<file path="src/rtl/rf_seq_ctrl.sv">
// Job sequencer for the systolic-array register file and PE array:
// clear accumulators, load N operand rows by handshake, shift/compute, then flag DONE.
module rf_seq_ctrl #(
    parameter int N           = 8,
    parameter int IDXW        = 3,
    parameter int COMPUTE_CYC = 3*N-2,
    parameter int CNTW        = 5
) (
    input  logic            clk_i,
    input  logic            rst_ni,
    input  logic            start_i,
    input  logic            abort_i,
    input  logic            ld_valid_i,
    output logic            ld_ready_o,
    output logic            rf_en_o,
    output logic            rf_write_o,
    output logic [IDXW-1:0] rf_idx_o,
    output logic            array_clr_o,
    output logic            array_en_o,
    output logic            busy_o,
    output logic            done_o,
    output logic [CNTW-1:0] cyc_cnt_o
);

    typedef enum logic [2:0] {
        S_IDLE    = 3'd0,
        S_CLEAR   = 3'd1,
        S_LOAD    = 3'd2,
        S_COMPUTE = 3'd3,
        S_FIN     = 3'd4
    } state_e;

    localparam logic [IDXW-1:0] ROW_LAST = IDXW'(N-1);
    localparam logic [CNTW-1:0] CYC_LAST = CNTW'(COMPUTE_CYC-1);

    state_e          state_q, state_d;
    logic [IDXW-1:0] row_cnt_q, row_cnt_d;
    logic [CNTW-1:0] cyc_cnt_q, cyc_cnt_d;
    logic            accept_s;

    // ABORT outranks the handshake, so an aborted row is never written.
    assign accept_s = (state_q == S_LOAD) && ld_valid_i && !abort_i;

    // State and counter registers.
    always_ff @(posedge clk_i or negedge rst_ni) begin
        if (!rst_ni) begin
            state_q   <= S_IDLE;
            row_cnt_q <= {IDXW{1'b0}};
            cyc_cnt_q <= {CNTW{1'b0}};
        end else begin
            state_q   <= state_d;
            row_cnt_q <= row_cnt_d;
            cyc_cnt_q <= cyc_cnt_d;
        end
    end

    // Next-state and counter update.
    always_comb begin
        state_d   = state_q;
        row_cnt_d = row_cnt_q;
        cyc_cnt_d = cyc_cnt_q;
        if (abort_i) begin
            state_d   = S_IDLE;
            row_cnt_d = {IDXW{1'b0}};
            cyc_cnt_d = {CNTW{1'b0}};
        end else begin
            case (state_q)
                S_IDLE: begin
                    row_cnt_d = {IDXW{1'b0}};
                    cyc_cnt_d = {CNTW{1'b0}};
                    if (start_i) begin
                        state_d = S_CLEAR;
                    end else begin
                        state_d = S_IDLE;
                    end
                end
                S_CLEAR: begin
                    row_cnt_d = {IDXW{1'b0}};
                    state_d   = S_LOAD;
                end
                S_LOAD: begin
                    if (accept_s) begin
                        if (row_cnt_q == ROW_LAST) begin
                            state_d   = S_COMPUTE;
                            cyc_cnt_d = {CNTW{1'b0}};
                        end else begin
                            row_cnt_d = row_cnt_q + 1'b1;
                        end
                    end else begin
                        state_d = S_LOAD;
                    end
                end
                S_COMPUTE: begin
                    if (cyc_cnt_q == CYC_LAST) begin
                        state_d = S_FIN;
                    end else begin
                        cyc_cnt_d = cyc_cnt_q + 1'b1;
                    end
                end
                S_FIN: begin
                    state_d   = S_IDLE;
                    row_cnt_d = {IDXW{1'b0}};
                    cyc_cnt_d = {CNTW{1'b0}};
                end
                default: begin
                    state_d   = S_IDLE;
                    row_cnt_d = {IDXW{1'b0}};
                    cyc_cnt_d = {CNTW{1'b0}};
                end
            endcase
        end
    end

    // Output decode; only RF_EN in LOAD looks at the live handshake inputs.
    always_comb begin
        ld_ready_o  = 1'b0;
        rf_en_o     = 1'b0;
        rf_write_o  = 1'b0;
        rf_idx_o    = {IDXW{1'b0}};
        array_clr_o = 1'b0;
        array_en_o  = 1'b0;
        busy_o      = 1'b0;
        done_o      = 1'b0;
        cyc_cnt_o   = {CNTW{1'b0}};
        case (state_q)
            S_IDLE: begin
                busy_o = 1'b0;
            end
            S_CLEAR: begin
                array_clr_o = 1'b1;
                busy_o      = 1'b1;
            end
            S_LOAD: begin
                ld_ready_o = 1'b1;
                rf_en_o    = accept_s;
                rf_write_o = 1'b1;
                rf_idx_o   = row_cnt_q;
                busy_o     = 1'b1;
            end
            S_COMPUTE: begin
                rf_en_o    = 1'b1;
                array_en_o = 1'b1;
                busy_o     = 1'b1;
                cyc_cnt_o  = cyc_cnt_q;
            end
            S_FIN: begin
                busy_o = 1'b1;
                done_o = 1'b1;
            end
            default: begin
                busy_o = 1'b0;
            end
        endcase
    end

endmodule

</file>
<file path="config.mk">
export PLATFORM = sky130hd
export DESIGN_NAME = rf_seq_ctrl
export DESIGN_NICKNAME = d
export VERILOG_FILES = /design/src/rtl/rf_seq_ctrl.sv
export SDC_FILE = /design/constraint.sdc
export NUM_CORES = 1
export LEC_CHECK = 0
export BUFFER_PORTS_ARGS = -buffer_cell sky130_fd_sc_hd__buf_2
export CAP_MARGIN = 20
export CORE_MARGIN = 3
export CORE_UTILIZATION = 54
export DETAILED_ROUTE_END_ITERATION = 10
export PLACE_DENSITY = 0.81
export SYNTH_ARGS = -nofsm -noshare
export SYNTH_HDL_FRONTEND = slang
export SYNTH_SLANG_ARGS = --single-unit
</file>
<file path="constraint.sdc">
create_clock -name clk_i -period 2.55 [get_ports clk_i]
set_clock_uncertainty 0.05 [all_clocks]
set_input_delay 0.51 -clock clk_i [delete_from_list [all_inputs] [get_ports clk_i]]
set_output_delay 0.51 -clock clk_i [all_outputs]
set_load 0.02 [all_outputs]
</file>
==> flow_summary.ini, run 1 <==
[critical_path]
r2r-start = row_cnt_q[0]$_DFFE_PN0P_
startpoint_type = register
cp.arrival_ps = 1570
cp.required_ps = 1990
critPathMaxFanout = 9
crit_path_end_kind = primary output
worstSetupPathType = register to primary output
worstSetupStartpoint = state_q[1]$_DFFE_PN0P_

[synthesis]
synth_edf_count = 0
synth_xor_area_share_pct = 2.291
synth_top_family_by_area = simple AND/OR/NAND/NOR gates
async_flop_share_pct = 100.0
postSynthRegisterBits = 11
synth_area_leaders = dfrtp_1 36%, and2_1 7.4%, ha_1 6.5%, buf_6 4.4%, a21oi_1 3.3%
mappedNetlistNets = 87
yosysWarnings = 0
yosys.area.top_type = dfrtp_1
synthSimpleGateAreaFrac_pct = 28.31
synthDistinctLibCells = 36
muxShareOfSynthArea_pct = 2.782
avgSynthCellArea_um2 = 9.801
synth_fa_ha_area_share_pct = 6.547
synthesis.area_um2 = 764.5
ys_seq_area_share_pct = 36.01
synth_compound_area_share_pct = 14.24
syn_inst = 78
synth_top_area_share_pct = 36.01
synth_ff_type = dfrtp_1

[detailed_routing]
vias = 632
via_per_inst = 5.745
drc = 0
firstDrtPassIters = 4
ant_nets = 0
detail_route.wl_per_cell_um = 13.67
drtIter0Drc = 3
wl_mm = 1.504

[timing]
rsz0062_at_grt = false
slew_viol_final = 0
relSlewSlack_pct = 72.37
setup-tns-final_ps = 0
max_freq_mhz = 468.7
finalCritPeriodShare_pct = 83.67
finalSetupViolations = 0
worstMarginPinSlew_ps = 411.7
postLayoutSetupSlackWorst_ps = 416.5
period_minus_slack_ps = 2134
hold_viol_final = 0

[clocking]
clock-root-buffer = clkbuf_4
insertion_delay_ps = 260
cts_tree = built
numCtsBuffers = 3
htreeDepth = 1
cts.sinks = 11
cts_setup_buffers = 0
cts_buffer_depth = 2
hold_buffers = 0
clkSlewWorstSetupHoldPaths_ps = 70
post_cts_resized = 0

[global_routing]
overflow = 0
grt_max_degree = 13
grt_pass1_vias = 577
grt_antenna_before_repair = 0
track_usage_pct = 18.91
grt_pass1_wl_mm = 2.704

[power]
ir_drop_mv = 0.3319
powerDensity_mw_per_mm2 = 474.1
finalPower_mw = 0.4063
p_leak_nw = 0.4296

[die]
coreArea_mm2 = 0.001216
std_cell_rows = 12
die_area_mm2 = 0.001903
io_pins = 20
initial_core_util_pct = 62.86
fp.dieH_um = 43.63
die-width_um = 43.63

[run]
maxCapViolations = 0

[layout]
fillers = 97
fin_cells = 110
design_area_um2 = 857.1
area_growth_pct = 12.11
drive_gt1_share_pct = 29.17
finalNetCount = 106
n_antenna_cell = 0

[placement]
place.gp.congestion = 0.7991
pre_cts_ws_ps = 725.0
place_inst = 106
place_area_um2 = 830.8
place_hpwl_mm = 1.183
port_buffers = 19

[worst_hold_path]
hp-class = input pin to async pin

[status]
status = complete, no violations
==> critical path, cell delays in order (launching register included) <==
cell and delay, ps:
dfrtp_1 540, inv_4 90, nor3b_2 350, and2_1 180
buf_2 160
==> final cells by class <==
class,count,area (um2),area share [%]
inverters,7,28.78,3.358
well taps,14,17.52,2.044
multi-input cells,55,414.1,48.32
clock buffers,4,26.28,3.066
repair buffers,19,95.09,11.09
flip-flops and latches,11,275.3,32.12
==> cells in the mapped netlist, drive strengths merged, types with 2 or more instances <==
master and n:
dfrtp 11, and2 9, inv 7, a21oi 5, buf 5, nand2 5
ha 4, o21ai 4, a22o 2, a31oi 2, nand3 2, nor2 2
nor3 2, nor3b 2, xnor2 2
==> metal layers <==
metal,vias up,wire length (um),part of all wire (%),global-route usage (%)
li1,315,-,-,-
met1,304,717,48,27.84
met2,11,706,47,26.74
met3,2,65,4.3,5.394
met4,0,14,0.93,5.422
met5,-,0,0,0
==> flip-flops by register name (all words and copies together) (netlist names) <==
name       count
cyc_cnt_q      5
state_q        3
row_cnt_q      3
==> path summary, 6_finish.rpt <==
check                                      endpoint  slack [ps]  depth (start not counted)
hold reg to reg            row_cnt_q[2]$_DFFE_PN0P_         480                          1
setup / recovery                       cyc_cnt_o[3]         420                          4
setup reg to reg           cyc_cnt_q[1]$_DFFE_PN0P_         890                          5
max in group asynchronous  row_cnt_q[2]$_DFFE_PN0P_        2180                          1
min in group clk_i         row_cnt_q[2]$_DFFE_PN0P_         480                          1
hold / removal             cyc_cnt_q[3]$_DFFE_PN0P_          60                          1
==> placed cells by master, fill, tap and decap left out <==
master	count
nor2_1	2
and4bb_1	1
nand4b_1	1
nor3b_2	1
o211ai_1	1
o21ai_1	1
nor4b_4	1
o21ai_0	3
xnor2_1	2
inv_4	1
o221ai_1	1
and4b_1	1
nand2_1	5
a31oi_1	2
o311a_1	1
a22o_1	2
clkbuf_1	1
mux2i_1	1
inv_2	1
nor3_1	1
mux2_2	1
or4_1	1
nand3_1	2
inv_1	5
nand4_1	1
nor3b_1	1
ha_1	4
and2_1	9
buf_2	19
dfrtp_1	11
nand3b_1	1
nor3_4	1
nor2b_1	1
a21oi_1	5
a211oi_1	1
clkbuf_4	3
==> cell families (layout without fill, tap and decap cells) <==
family | count (synthesis) | after routing
and+or+nand+nor | 30 | 30
AOI/OAI and AO/OA | 17 | 17
buffers and inverters | 12 | 30
DFF | 11 | 11
adders and majority gates | 4 | 4
xor gates and xnor gates | 2 | 2
muxes | 2 | 2
==> where the power goes <==
group / leakage (nW) / internal [mW] / switching (mW)
Combinational: 0.263 / 0.0339 / 0.0480
Clock: 0.0150 / 0.0604 / 0.0562
Sequential: 0.151 / 0.186 / 0.0216
Total: 0.430 / 0.280 / 0.126
==> per-stage QoR <==
step           hold slack, ps  util [%]
2_1_floorplan           164.4         -
3_3_place_gp            339.6     68.31
3_5_place_dp            343.7     68.31
4_1_cts                 58.77     70.47
5_1_grt                 56.06     70.47
6_report                55.95     70.47
Note: power is estimated with default switching activity, not from simulation.
==> run 2: changes to the inputs <==
--- a/config.mk
+++ b/config.mk
@@ -8,9 +8,9 @@
 export BUFFER_PORTS_ARGS = -buffer_cell sky130_fd_sc_hd__buf_2
 export CAP_MARGIN = 20
 export CORE_MARGIN = 3
-export CORE_UTILIZATION = 54
+export CORE_UTILIZATION = 50
 export DETAILED_ROUTE_END_ITERATION = 10
-export PLACE_DENSITY = 0.81
+export PLACE_DENSITY = 0.76
 export SYNTH_ARGS = -nofsm -noshare
 export SYNTH_HDL_FRONTEND = slang
 export SYNTH_SLANG_ARGS = --single-unit
==> constraint.sdc (replaced) <==
create_clock -name clk_i -period 2.2 [get_ports clk_i]
set_clock_uncertainty 0.05 [all_clocks]
set_input_delay 0.44 -clock clk_i [delete_from_list [all_inputs] [get_ports clk_i]]
set_output_delay 0.44 -clock clk_i [all_outputs]
set_load 0.02 [all_outputs]
==> run 2 against run 1 <==
Final cell count is 1.8% higher. First-iteration DRC count up 33%. Clock power increased by 20%. Sequential share of layout area is 0.36 points lower. Global-route usage is 2.3 points lower. Wire length is 1.5% higher. Worst setup slack got worse by 250 ps. Register-to-register slack worse by 430 ps. Power rose by 18%. Worst hold slack better by 420 ps. Die area rose by 6.9%. Combinational power is 20% higher. Critical endpoint is now cyc_cnt_o[0].
==> flow_summary.ini, run 2 (synthesis gave the netlist of run 1 again) <==
[critical_path]
critPathMaxFanout = 12
rrSetupSlack_ps = 460
crit_path_end_kind = primary output
worstSetupStartpoint = state_q[0]$_DFFE_PN0P_
worstSetupPathType = register to primary output
cp.required_ps = 1710
cp.arrival_ps = 1540
startpoint_type = register
r2r-start = row_cnt_q[0]$_DFFE_PN0P_

[power]
powerDensity_mw_per_mm2 = 552.8
ir_drop_mv = 0.2710
p_leak_nw = 0.4350

[clocking]
cts_tree = built
cts_buffer_depth = 2
insertion_delay_ps = 280
numCtsBuffers = 3
htreeDepth = 1
clock-root-buffer = clkbuf_4
cts.sinks = 11
clkSlewWorstSetupHoldPaths_ps = 70

[global_routing]
grt_pass1_vias = 534
busiest_layer = met2
track_usage_pct = 16.63
met3_usage_pct = 5.976
grt_antenna_before_repair = 0
grt_use_met2_pct = 24.86
use_met1_pct = 20.60
grt_max_degree = 13
grt_pass1_wl_mm = 2.373
overflow = 0

[worst_hold_path]
hp-class = register to register
hold_start = row_cnt_q[1]$_DFFE_PN0P_

[layout]
final_cell_mix = 19 x buf_2, 10 x dfrtp_1, 9 x and2_1
n_antenna_cell = 0
reg_top3 = cyc_cnt_q (5), row_cnt_q (3), state_q (3)
area_growth_pct = 13.91
finalNetCount = 107
final_common_cell = buf_2
largest_register_ff_count = 5
regMostFlops = cyc_cnt_q
final_util_pct = 63.74
drive_gt1_share_pct = 30.93

[detailed_routing]
vias = 624
via_per_inst = 5.571
drtIter0Drc = 4
wl_mm = 1.527
detail_route.wl_per_cell_um = 13.63
drc = 0
ant_nets = 0
firstDrtPassIters = 4

[timing]
postLayoutSetupSlackWorst_ps = 165.1
hold_viol_final = 0
finalCritPeriodShare_pct = 92.50
worstMarginPinSlew_ps = 440.7
rsz0062_at_grt = false
max_freq_mhz = 491.4
period_minus_slack_ps = 2035
finalSetupViolations = 0
relSlewSlack_pct = 70.42
setup-tns-final_ps = 0
slew_viol_final = 0

[die]
initial_core_util_pct = 55.95
fp.dieH_um = 45.10
die_area_mm2 = 0.002034
std_cell_rows = 13
io_pins = 20
die-width_um = 45.10
coreArea_mm2 = 0.001366

[placement]
port_buffers = 19
place_hpwl_mm = 1.150
place.gp.congestion = 0.8462
pre_cts_ws_ps = 445.2

[status]
status = complete, no violations

[run]
maxCapViolations = 0
## run 2: final timing paths
path | end | cells past startpoint
worst max-delay path | cyc_cnt_o[0] | 3
worst min-delay path | row_cnt_q[1]$_DFFE_PN0P_ | 1
worst max register to register | cyc_cnt_q[1]$_DFFE_PN0P_ | 5
worst min register to register | row_cnt_q[1]$_DFFE_PN0P_ | 1
max in group asynchronous | state_q[1]$_DFFE_PN0P_ | 2
min in group asynchronous | row_cnt_q[2]$_DFFE_PN0P_ | 2
## run 2: repair_timing
item / 4_1_cts / 5_1_grt
hold buffers: 1 / 0
resized for setup: 0 / 1
hold endpoints to repair: 11 / 0
setup buffers: 0 / 0
endpoints found under the setup margin: 0 / 1
## run 2: metrics by stage
stage / instances / power (mW) / hold slack (ps) / area (um2)
finish: 112 / 0.4814 / 475.2 / 870.8
global route: 112 / 0.5131 / 489.4 / 870.8
CTS: 112 / 0.4889 / 463.6 / 869.6
detailed placement: 107 / 0.3427 / 270.6 / 832.0
global placement: 107 / 0.3385 / 273.0 / 832.0
floorplan: 78 / 0.3184 / 94.41 / 764.5
## run 2: metal layers
metal	wire (um)	part of all wire, %
met5	0	0
met4	22	1.4
met3	89	5.8
met2	749	49
met1	665	44
## run 2: final cells by class
class,instances,area (um2)
Clock buffer,3,22.52
Multi-Input combinational cell,55,414.1
Inverter,7,28.78
Timing Repair Buffer,20,105.1
Fill cell,115,495.5
Sequential cell,11,276.5
Tap cell,15,18.77
Clock inverter,1,5.005
## run 2: worst max-delay path, cell delays in order, from the launching register on
cell,delay (ps)
dfrtp_1,550
nor3b_2,380
and2_1,180
buf_2,160
## run 2: power breakdown
group          total (mW)  internal (mW)  switching (mW)
Sequential          0.243          0.216          0.0268
Clock               0.140         0.0675          0.0730
Combinational      0.0981         0.0405          0.0576
Total               0.481          0.324           0.157
